**config.mk**
```make
export PLATFORM = sky130hd
export DESIGN_NAME = mem_port_arbiter
export DESIGN_NICKNAME = d
export VERILOG_FILES = /design/src/rtl/mem_port_arbiter.sv
export SDC_FILE = /design/constraint.sdc
export NUM_CORES = 1
export LEC_CHECK = 0
export CAP_MARGIN = 10
export CELL_PAD_IN_SITES_DETAIL_PLACEMENT = 1
export CELL_PAD_IN_SITES_GLOBAL_PLACEMENT = 2
export CORE_MARGIN = 2
export CORE_UTILIZATION = 24
export DETAILED_ROUTE_END_ITERATION = 12
export GPL_TIMING_DRIVEN = 0
export PLACE_DENSITY_LB_ADDON = 0.1
export SLEW_MARGIN = 15
export SYNTH_ARGS = -nofsm -noshare
export SYNTH_HDL_FRONTEND = slang
export SYNTH_SLANG_ARGS = --single-unit
```
**constraint.sdc**
```tcl
create_clock -name clk -period 1.9 [get_ports clk]
set_input_delay 0.38 -clock clk [delete_from_list [all_inputs] [get_ports clk]]
set_output_delay 0.38 -clock clk [all_outputs]
set_load 0.01 [all_outputs]
```
**src/rtl/mem_port_arbiter.sv**
```systemverilog
// mem_port_arbiter: shares one fixed-latency memory port between two requesters.
//   Port 0 is the CPU (fetch/load/store); port 1 is a debug loader/DMA master.
//   Each port uses a req/ack handshake. The winner's we/addr/wdata are latched
//   at grant and held on mem_* for LAT cycles. The ack is one cycle long.
// Build option:
//   MEMARB_RR_EN defined   -> round-robin tie-break (last_grant tracks the previous winner).
//   MEMARB_RR_EN undefined -> fixed priority, port 0 wins every tie.
module mem_port_arbiter #(
    parameter int unsigned AW  = 32,
    parameter int unsigned DW  = 32,
    parameter int unsigned LAT = 2
) (
    input  logic          clk,
    input  logic          rst,
    input  logic          req0,
    input  logic          we0,
    input  logic [AW-1:0] addr0,
    input  logic [DW-1:0] wdata0,
    output logic          ack0,
    output logic [DW-1:0] rdata0,
    input  logic          req1,
    input  logic          we1,
    input  logic [AW-1:0] addr1,
    input  logic [DW-1:0] wdata1,
    output logic          ack1,
    output logic [DW-1:0] rdata1,
    output logic          mem_en,
    output logic          mem_we,
    output logic [AW-1:0] mem_addr,
    output logic [DW-1:0] mem_wdata,
    input  logic [DW-1:0] mem_rdata,
    output logic          busy
);

    localparam int unsigned   CW      = $clog2(LAT + 1);
    localparam logic [CW-1:0] CntLoad = CW'(LAT - 1);

    typedef enum logic [1:0] {StIdle, StAccess, StDone} state_t;

    state_t        state;
    logic [CW-1:0] cnt;
    logic          sel;    // port that owns the transaction in flight
    logic          pick1;  // port 1 wins the arbitration this cycle

`ifdef MEMARB_RR_EN
    logic last_grant;

    // Round-robin: a tie goes to the port that did not win last time
    always_comb pick1 = req1 & (~req0 | ~last_grant);
`else
    // Fixed priority: port 1 only wins while port 0 is not requesting
    always_comb pick1 = req1 & ~req0;
`endif

    assign busy = (state != StIdle);

    // Transaction FSM: grant in IDLE, hold the strobes for LAT cycles, then pulse ack
    always_ff @(posedge clk or negedge rst) begin
        if (!rst) begin
            state     <= StIdle;
            cnt       <= '0;
            sel       <= 1'b0;
            ack0      <= 1'b0;
            ack1      <= 1'b0;
            rdata0    <= '0;
            rdata1    <= '0;
            mem_en    <= 1'b0;
            mem_we    <= 1'b0;
            mem_addr  <= '0;
            mem_wdata <= '0;
`ifdef MEMARB_RR_EN
            last_grant <= 1'b1;
`endif
        end else begin
            case (state)
                StIdle: begin
                    ack0 <= 1'b0;
                    ack1 <= 1'b0;
                    if (req0 || req1) begin
                        sel       <= pick1;
                        mem_en    <= 1'b1;
                        mem_we    <= pick1 ? we1 : we0;
                        mem_addr  <= pick1 ? addr1 : addr0;
                        mem_wdata <= pick1 ? wdata1 : wdata0;
                        cnt       <= CntLoad;
                        state     <= StAccess;
`ifdef MEMARB_RR_EN
                        last_grant <= pick1;
`endif
                    end
                end
                StAccess: begin
                    if (cnt == '0) begin
                        // mem_rdata is valid in this last access cycle; writes return 0
                        if (sel) begin
                            ack1   <= 1'b1;
                            rdata1 <= mem_we ? '0 : mem_rdata;
                        end else begin
                            ack0   <= 1'b1;
                            rdata0 <= mem_we ? '0 : mem_rdata;
                        end
                        mem_en    <= 1'b0;
                        mem_we    <= 1'b0;
                        mem_addr  <= '0;
                        mem_wdata <= '0;
                        state     <= StDone;
                    end else begin
                        cnt <= cnt - 1'b1;
                    end
                end
                StDone: begin
                    ack0   <= 1'b0;
                    ack1   <= 1'b0;
                    rdata0 <= '0;
                    rdata1 <= '0;
                    state  <= StIdle;
                end
                default: state <= StIdle;
            endcase
        end
    end

endmodule

```
==> results.json, run 1 <==
{
  "r2r-start": "cnt[0]",
  "ff2ff_path_depth": 7,
  "antenna_found_initial": 0,
  "gp_congestion": 0.734,
  "ant_nets": 0,
  "synth_area_leaders": "dfrtp_1 63%, a22o_1 11%, o2bb2ai_1 10%",
  "synthXorXnorAreaFrac": 0,
  "cts_tree": "yes",
  "cp_max_fo": 10,
  "cap_violations": 0,
  "max-slew-margin-rel": 0.571,
  "drt-pass1-iter-count": 4,
  "cts_buffer_depth": 2,
  "drt_iter0_drc": 185,
  "use_met1": 0.226,
  "min_period_ps": 1760,
  "clkLatencyLatePin_ps": 420,
  "place_area_um2": 8840,
  "track_usage": 0.183,
  "r2r-end": "mem_addr[30]",
  "drive_above_1_share": 0.105,
  "die-width_um": 155,
  "die-area_um2": 24100,
  "drc": 0,
  "row_count": 55,
  "synth_top_area_cell": "dfrtp_1",
  "synth_mux_area_frac": 0.00206,
  "holdCritPathClass": "flip-flop to flip-flop",
  "status": "finished clean",
  "wl_per_cell_um": 21.0,
  "synth_compound_area_frac": 0.311,
  "grt_use_met3": 0.0733,
  "fmax_mhz": 568,
  "dpl.hpwl_mm": 15.9,
  "port_buffers": 297,
  "synth_common_cells": "137 x dfrtp_1, 66 x a22o_1, 66 x a22oi_1, 65 x o2bb2ai_1, 23 x buf_2",
  "grt_use_met2": 0.298,
  "reg2reg_slack_ps": 140,
  "ios": 299,
  "grt_pass1_wl_mm": 33.9,
  "fp.dieH_um": 155,
  "fin_nets": 896,
  "tightest_slew_ps": 644,
  "async_flop_share": 1.00,
  "p_leak_nw": 3.99,
  "grt_overflow": 0,
  "synthAdderAreaFrac": 0.00457,
  "design_area_um2": 9510,
  "timing.hold.ws_ps": 490,
  "post_drt_via_cell_ratio": 4.90,
  "grt_max_degree": 72,
  "setup_violations": 0,
  "worstHoldEndpoint": "mem_addr[15]",
  "clkTransAtPathRegs_ps": 60,
  "tns_ps": 0,
  "totalWireLength_mm": 21.5,
  "synth-seq-cells": 137,
  "vias": 5026,
  "diodes": 0,
  "crit_path_start": "state[0]",
  "cts-htree-levels": 4,
  "synth_top_area_frac": 0.626,
  "synth.avg_cell_area_um2": 13.4,
  "start_kind": "flip-flop",
  "synth_simple_gate_area_frac": 0.0176,
  "worst_clock_skew_ps": 12.6,
  "core_um2": 22500,
  "hold_violations": 0,
  "powerDensity_nw_per_um2": 1620,
  "netlist-cell-type-count": 26,
  "synth_fp_nets": 576,
  "slew_viol_final": 0,
  "cp.arrival_ps": 1380,
  "yosysMostFrequentCell": "dfrtp_1",
  "synth_warnings": 0,
  "vdd_drop_max_mv": 0.546,
  "yosysSeqAreaShare": 0.626,
  "finalCritPeriodShare": 0.926,
  "end_kind": "primary output",
  "hp-start": "mem_addr[15]",
  "crit_type": "flip-flop to primary output",
  "synth_top_family_by_area": "compound AO/OA/AOI/OAI gates",
  "cts.sinks": 137,
  "crit_required_ps": 1520,
  "syn_inst": 408,
  "rsz0062_at_grt": "no",
  "worstHoldPathCells": 1,
  "area_growth_syn_to_layout_pct": 73.6,
  "ctsRootBufferMaster": "clkbuf_16",
  "synth_edf_count": 0,
  "start_util": 0.243,
  "grt_busiest_layer": "met2",
  "grt_pass1_vias": 5615,
  "ys.flop_type": "dfrtp_1",
  "numCtsBuffers": 17,
  "mappedNetlistArea_um2": 5480
}
[cell families (layout without fill, tap and decap cells)]
logic type,Yosys count,in the layout
simple gates,12,12
fa+ha+maj,2,2
buf+inv,49,382
compound gates,207,207
mux,1,1
flops,137,137
[critical path, cell delays in order (launching register included)]
cell      delay [ps]
dfrtp_1          370
buf_6            140
nor2_4           100
inv_2             60
clkbuf_8         160
buf_2            140
[layout by cell type (no fill, tap or decap), types with 2 or more instances in the layout]
cell type and n:
clkdlybuf4s50_1 294, dfrtp_1 136, a22o_1 66, a22oi_1 66, o2bb2ai_1 65, buf_2 22, clkbuf_16 17, clkbuf_1 10
clkbuf_2 5, inv_2 4, buf_1 4, clkinv_2 4, buf_4 3, a21oi_1 3, o21ai_0 3, bufinv_16 3
inv_1 2, nor2b_1 2, nor3_1 2, clkinvlp_4 2, clkinv_4 2, inv_6 2
[what timing repair did]
item                       in CTS  in global routing
resized for setup              15                 12
hold endpoints to repair       70                  0
setup buffers                   2                  0
hold buffers                    1                  0
setup endpoints to repair      75                 86
pin swaps                       1                  0
[final cells by class]
class	count	area, um^2
Buffer	43	219
Clock inverter	14	171
Tap cell	285	357
Sequential cell	137	3430
Fill cell	2357	13000
Multi-Input combinational cell	222	1860
Clock buffer	18	429
Timing Repair Buffer	301	3020
Inverter	6	22.5
[worst max-delay path by stage]
stage	endpoint	slack [ps]	depth (start not counted)
2_1_floorplan	mem_addr[21]	270	7
3_3_place_gp	mem_addr[10]	-5180	1
3_5_place_dp	mem_wdata[19]	-470	6
4_1_cts	mem_wdata[19]	3	7
5_1_grt	mem_wdata[22]	40	7
6_report	busy	140	5
[registers in the layout, indices dropped and copies added, names as in the netlist]
register / cells
mem_addr: 32
mem_wdata: 32
rdata0: 32
rdata1: 32
cnt: 2
state: 2
ack0: 1
ack1: 1
mem_en: 1
mem_we: 1
sel: 1
[per-layer routing]
| metal | share of wire | vias up |
|---|---|---|
| li1 | - | 2268 |
| met1 | 0.42 | 2535 |
| met2 | 0.48 | 208 |
| met3 | 0.094 | 15 |
| met4 | 0.0099 | 0 |
| met5 | 0 | - |
[metrics by stage]
stage	instances	power (mW)	setup slack, ps	utilization
after floorplan	408	7.96	265	-
after global placement	990	11.8	-5180	0.391
after detailed placement	991	11.9	-467	0.393
after CTS	1026	15.6	2.67	0.422
after global routing	1026	16.3	38.0	0.423
final	1026	15.4	140	0.423
[power by group]
group	internal, mW	total, mW	switching [mW]
clock	2.08	3.43	1.36
combinational	3.77	6.98	3.21
sequential	4.19	4.96	0.768
total	10.0	15.4	5.33
No activity file was read; power rests on OpenSTA's default activity.
==> run 2: changes to the inputs <==
--- a/config.mk
+++ b/config.mk
@@ -9,7 +9,7 @@
 export CELL_PAD_IN_SITES_DETAIL_PLACEMENT = 1
 export CELL_PAD_IN_SITES_GLOBAL_PLACEMENT = 2
 export CORE_MARGIN = 2
-export CORE_UTILIZATION = 24
+export CORE_UTILIZATION = 21
 export DETAILED_ROUTE_END_ITERATION = 12
 export GPL_TIMING_DRIVEN = 0
 export PLACE_DENSITY_LB_ADDON = 0.1
==> constraint.sdc (replaced) <==
create_clock -name clk -period 1.55 [get_ports clk]
set_input_delay 0.31 -clock clk [delete_from_list [all_inputs] [get_ports clk]]
set_output_delay 0.31 -clock clk [all_outputs]
set_load 0.01 [all_outputs]
==> run 2 against run 1 <==
Effect of this change: the run now ends with negative setup slack left; sequential share of layout area fell by 4.0 points; global-route usage down 1.1 points; via count grew 3.1%; clock-buffer cell count fell by 1; sequential cell count did not move; cell count increased by 8.3%; critical endpoint is now mem_addr[28]; register-to-register slack got worse by 290 ps; total power up 40%; worst hold slack got worse by 120 ps; highest routed layer unchanged; critical path depth grew 3.
==> results.json, run 2 (same netlist as run 1, synthesis figures left out) <==
{
  "status": "finished with violations",
  "violations": "negative setup slack",
  "setup_violations": 109,
  "grt_pass1_vias": 5892,
  "antenna_found_initial": 0,
  "worst_slack_ps": -152,
  "clkLatencyLatePin_ps": 420,
  "timing.hold.ws_ps": 374,
  "crit_required_ps": 1860,
  "cts.sinks": 137,
  "cts-htree-levels": 4,
  "drive_above_1_share": 0.215,
  "tns_ps": -5460,
  "grt_use_met2": 0.286,
  "port_buffers": 297,
  "die-area_um2": 27400,
  "critPathMaxStageDelay_ps": 390,
  "fin_nets": 931,
  "r2r-end": "mem_addr[28]",
  "rsz0062_at_grt": "yes",
  "grt_use_met3": 0.0699,
  "ant_nets": 0,
  "cts_tree": "yes",
  "final_common_cell": "clkdlybuf4s50_1",
  "totalWireLength_mm": 23.9,
  "dp.cells": 1041,
  "crit_chain": "inv_2 > ha_4 > inv_4 > a211o_4 > buf_12 > buf_12 > buf_16 > o2bb2ai_1",
  "crit_type": "flip-flop to flip-flop",
  "drt_iter0_drc": 210,
  "core_um2": 25800,
  "die-width_um": 166,
  "track_usage": 0.172,
  "finalCritPeriodShare": 1.10,
  "cp_max_fo": 6,
  "hold_violations": 0,
  "drt-pass1-iter-count": 4,
  "end_kind": "flip-flop",
  "grt_busiest_layer": "met2",
  "place_area_um2": 8920,
  "fin_cells": 1111,
  "cp.arrival_ps": 2010,
  "design_area_um2": 10700,
  "vdd_drop_max_mv": 0.642,
  "diodes": 0,
  "slew_viol_final": 0,
  "dp_worst_setup_slack_ps": -729,
  "use_met1": 0.205,
  "pwr-share-clk": 0.189,
  "fp.dieH_um": 166,
  "row_count": 59,
  "grt_max_degree": 94,
  "start_kind": "flip-flop",
  "vias": 5184,
  "internal_power_mw": 13.5,
  "reg2reg_slack_ps": -150,
  "r2r-start": "cnt[0]",
  "cap_violations": 0,
  "p_leak_nw": 4.90,
  "wl_per_cell_um": 21.5,
  "ios": 299,
  "grt_pass1_wl_mm": 35.3,
  "numCtsBuffers": 17,
  "combPwrFrac": 0.525,
  "tightest_slew_ps": 581,
  "clkTransAtPathRegs_ps": 70,
  "power.net_switching_mw": 8.00,
  "area_growth_syn_to_layout_pct": 95.3,
  "gp_congestion": 0.781,
  "start_util": 0.212,
  "crit_top_cell": "buf_12",
  "dpl.hpwl_mm": 16.2,
  "fmax_mhz": 588,
  "seq_power_share": 0.286,
  "slowest_stage": "dfrtp_1",
  "powerDensity_nw_per_um2": 2010,
  "ff2ff_path_depth": 8,
  "worst_clock_skew_ps": 9.06,
  "drc": 0,
  "post_drt_via_cell_ratio": 4.67,
  "final_cell_mix": "163 x clkdlybuf4s50_1, 135 x dfrtp_1, 132 x dlygate4sd2_1",
  "swShare": 0.372,
  "grt_overflow": 0,
  "min_period_ps": 1700,
  "ctsRootBufferMaster": "clkbuf_16",
  "cts_buffer_depth": 2,
  "fill_cells": 2754,
  "holdCritPathClass": "primary input to async pin",
  "max-slew-margin-rel": 0.612
}
## run 2: power by group through the flow
stage | Sequential (mW) | Combinational, mW | Clock (mW)
after CTS | 6.08 | 10.5 | 4.22
final | 6.15 | 11.3 | 4.07
after detailed placement | 6.10 | 8.54 | 0
after global routing | 6.34 | 12.1 | 4.38
after global placement | 6.06 | 8.46 | 0
after floorplan | 6.67 | 3.12 | 0
## run 2: repair_timing
action | 4_1_cts | 5_1_grt
setup endpoints to repair | 249 | 129
cloned | 11 | 3
hold buffers | 1 | 0
setup buffers | 22 | 7
pin swaps | 22 | 47
gates resized for setup | 257 | 53
endpoints found under the hold margin | 44 | 0
## run 2: per-stage QoR
| step | power [mW] | utilization |
|---|---|---|
| 4_1_cts | 20.8 | 0.396 |
| 3_3_place_gp | 14.5 | 0.344 |
| 3_5_place_dp | 14.6 | 0.345 |
| 5_1_grt | 22.9 | 0.414 |
| 2_1_floorplan | 9.78 | - |
| 6_report | 21.5 | 0.414 |
## run 2: worst max-delay path: cells and delay by family, from the launching register on
kind	cells	cell delay [ps]
buf+inv	5	560
compound gates	2	480
flops	1	390
fa+ha+maj	1	160
## run 2: per-layer routing
metal	wire length [um]	vias up
met5	0	-
met4	257	0
met3	2180	16
met2	11900	213
met1	9550	2600
li1	-	2355
## run 2: worst max-delay path by stage
stage          startpoint            end  slack (ps)  depth (start not counted)
4_1_cts          state[0]           busy        -160                          5
2_1_floorplan      cnt[1]   mem_addr[21]          10                          7
6_report           cnt[0]   mem_addr[28]        -150                          8
5_1_grt          state[0]           busy        -200                          5
3_5_place_dp         req1  mem_wdata[15]        -730                          6
3_3_place_gp          rst    mem_addr[3]       -5640                          1
## run 2: area by class of cell
type	instances	area, um^2	share of cell area
Multi-Input combinational cell	222	2470	0.231
Tap cell	335	419	0.0392
Clock buffer	17	425	0.0398
Buffer	42	384	0.0359
Timing Repair Buffer	337	3390	0.317
Inverter	6	25.0	0.00234
Clock inverter	15	159	0.0149
Sequential cell	137	3430	0.321
==> run 3: changes to the inputs <==
--- a/config.mk
+++ b/config.mk
@@ -5,14 +5,16 @@
 export SDC_FILE = /design/constraint.sdc
 export NUM_CORES = 1
 export LEC_CHECK = 0
-export CAP_MARGIN = 10
+export CAP_MARGIN = 20
 export CELL_PAD_IN_SITES_DETAIL_PLACEMENT = 1
 export CELL_PAD_IN_SITES_GLOBAL_PLACEMENT = 2
+export CORE_ASPECT_RATIO = 0.7
 export CORE_MARGIN = 2
 export CORE_UTILIZATION = 21
 export DETAILED_ROUTE_END_ITERATION = 12
 export GPL_TIMING_DRIVEN = 0
 export PLACE_DENSITY_LB_ADDON = 0.1
+export SKIP_CTS_REPAIR_TIMING = 1
 export SLEW_MARGIN = 15
 export SYNTH_ARGS = -nofsm -noshare
 export SYNTH_HDL_FRONTEND = slang
==> run 3 against run 2 <==
Effect of this change: the run still ends with negative setup slack left; design area down 4.2%; clock skew increased by 1.3 ps; combinational power down 22%; critical path type is now flip-flop to primary output; critical endpoint is now busy; largest cell class unchanged; largest power group unchanged; highest routed layer unchanged.
==> results.json, run 3 (same netlist as run 1, synthesis figures left out) <==
{
  "status": "finished with violations",
  "violations": "negative setup slack",
  "gp_congestion": 0.771,
  "timing.hold.ws_ps": 420,
  "cp.arrival_ps": 1380,
  "final_common_cell": "clkdlybuf4s50_1",
  "dpl.hpwl_mm": 16.5,
  "finalCritPeriodShare": 1.09,
  "pwr-share-clk": 0.260,
  "min_period_ps": 1690,
  "crit_required_ps": 1240,
  "drt-pass1-iter-count": 4,
  "grt_pass1_vias": 5611,
  "hold_violations": 0,
  "diodes": 0,
  "grt_overflow": 0,
  "crit_type": "flip-flop to primary output",
  "core_um2": 25700,
  "swShare": 0.331,
  "holdCritPathClass": "primary input to async pin",
  "worst_slack_ps": -141,
  "drt_iter0_drc": 119,
  "area_growth_syn_to_layout_pct": 87.0,
  "antenna_found_initial": 0,
  "cts_buffer_depth": 2,
  "rsz0062_at_grt": "yes",
  "p_leak_nw": 6.07,
  "worst_clock_skew_ps": 10.4,
  "wl_met3_mm": 1.64,
  "drive_above_1_share": 0.123,
  "end_kind": "primary output",
  "ff2ff_path_depth": 7,
  "fp.dieH_um": 139,
  "grt_pass1_wl_mm": 33.8,
  "slew_viol_final": 0,
  "track_usage": 0.162,
  "cts_tree": "yes",
  "reg2reg_slack_ps": -20,
  "ctsRootBufferMaster": "clkbuf_16",
  "ant_nets": 0,
  "row_count": 49,
  "cp_max_fo": 10,
  "vias": 4961,
  "r2r-end": "mem_wdata[23]",
  "combPwrFrac": 0.439,
  "cts.sinks": 137,
  "fill_cells": 2677,
  "fmax_mhz": 591,
  "internal_power_mw": 13.4,
  "wl_per_cell_um": 20.6,
  "tightest_slew_ps": 592,
  "wl_met2_mm": 10.5,
  "max-slew-margin-rel": 0.606,
  "dr.max_layer_used": "met4",
  "start_util": 0.213,
  "seq_power_share": 0.302,
  "vdd_drop_max_mv": 0.779,
  "powerDensity_nw_per_um2": 1950,
  "grt_max_degree": 71,
  "start_kind": "flip-flop",
  "fin_nets": 900,
  "final_cell_mix": "163 x clkdlybuf4s50_1, 134 x dfrtp_1, 132 x dlymetal6s2s_1",
  "tns_ps": -382,
  "drc": 0,
  "numCtsBuffers": 17,
  "power.net_switching_mw": 6.62,
  "cts-htree-levels": 4,
  "clkLatencyLatePin_ps": 430,
  "die-area_um2": 27400,
  "ios": 299,
  "port_buffers": 297,
  "clkTransAtPathRegs_ps": 60,
  "setup_violations": 32,
  "post_drt_via_cell_ratio": 4.61,
  "die-width_um": 197,
  "m1WireLength_mm": 9.80,
  "r2r-start": "cnt[1]",
  "cap_violations": 0,
  "totalWireLength_mm": 22.2
}
-- run 3: stage by stage --
step	area [um^2]	cells	power, mW	setup slack [ps]	utilization
finish	10200	1076	20.0	-141	0.399
global route	10200	1076	21.2	-225	0.399
CTS	9650	1069	20.1	-1080	0.376
detailed placement	8910	1037	14.7	-736	0.347
global placement	8880	1036	14.5	-5650	0.346
floorplan	5490	408	9.78	10.8	-
-- run 3: layout make-up --
class | instances | area [um^2] | area share
Clock buffer | 20 | 447 | 0.0436
Sequential cell | 137 | 3430 | 0.335
Tap cell | 331 | 414 | 0.0404
Multi-Input combinational cell | 222 | 1890 | 0.184
Buffer | 42 | 347 | 0.0338
Clock inverter | 12 | 292 | 0.0284
Timing Repair Buffer | 306 | 3410 | 0.332
Inverter | 6 | 22.5 | 0.00220
-- run 3: worst max path at each step --
stage | slack [ps] | endpoint | from
after floorplan | 10 | mem_addr[21] | cnt[1]
after global placement | -5650 | mem_addr[5] | rst
after detailed placement | -740 | mem_wdata[23] | req1
after CTS | -1080 | busy | state[1]
after global routing | -220 | busy | state[0]
final | -140 | busy | state[1]
-- run 3: per-layer routing --
metal,vias up,GRT usage
met4,0,0.0467
met3,19,0.0652
met1,2502,0.202
li1,2278,-
met5,-,0
met2,162,0.259
-- run 3: worst max-delay path, cell delays in order (launching register included) --
cell and delay [ps]:
dfrtp_2 480, nor2_4 140, inv_2 60, buf_6 140
clkbuf_2 130
-- run 3: power by group through the flow --
stage / sequential [mW] / combinational (mW) / clock [mW]
CTS: 6.10 / 8.62 / 5.34
global placement: 6.07 / 8.45 / 0
floorplan: 6.67 / 3.12 / 0
detailed placement: 6.09 / 8.59 / 0
global route: 6.24 / 9.43 / 5.51
finish: 6.04 / 8.78 / 5.20
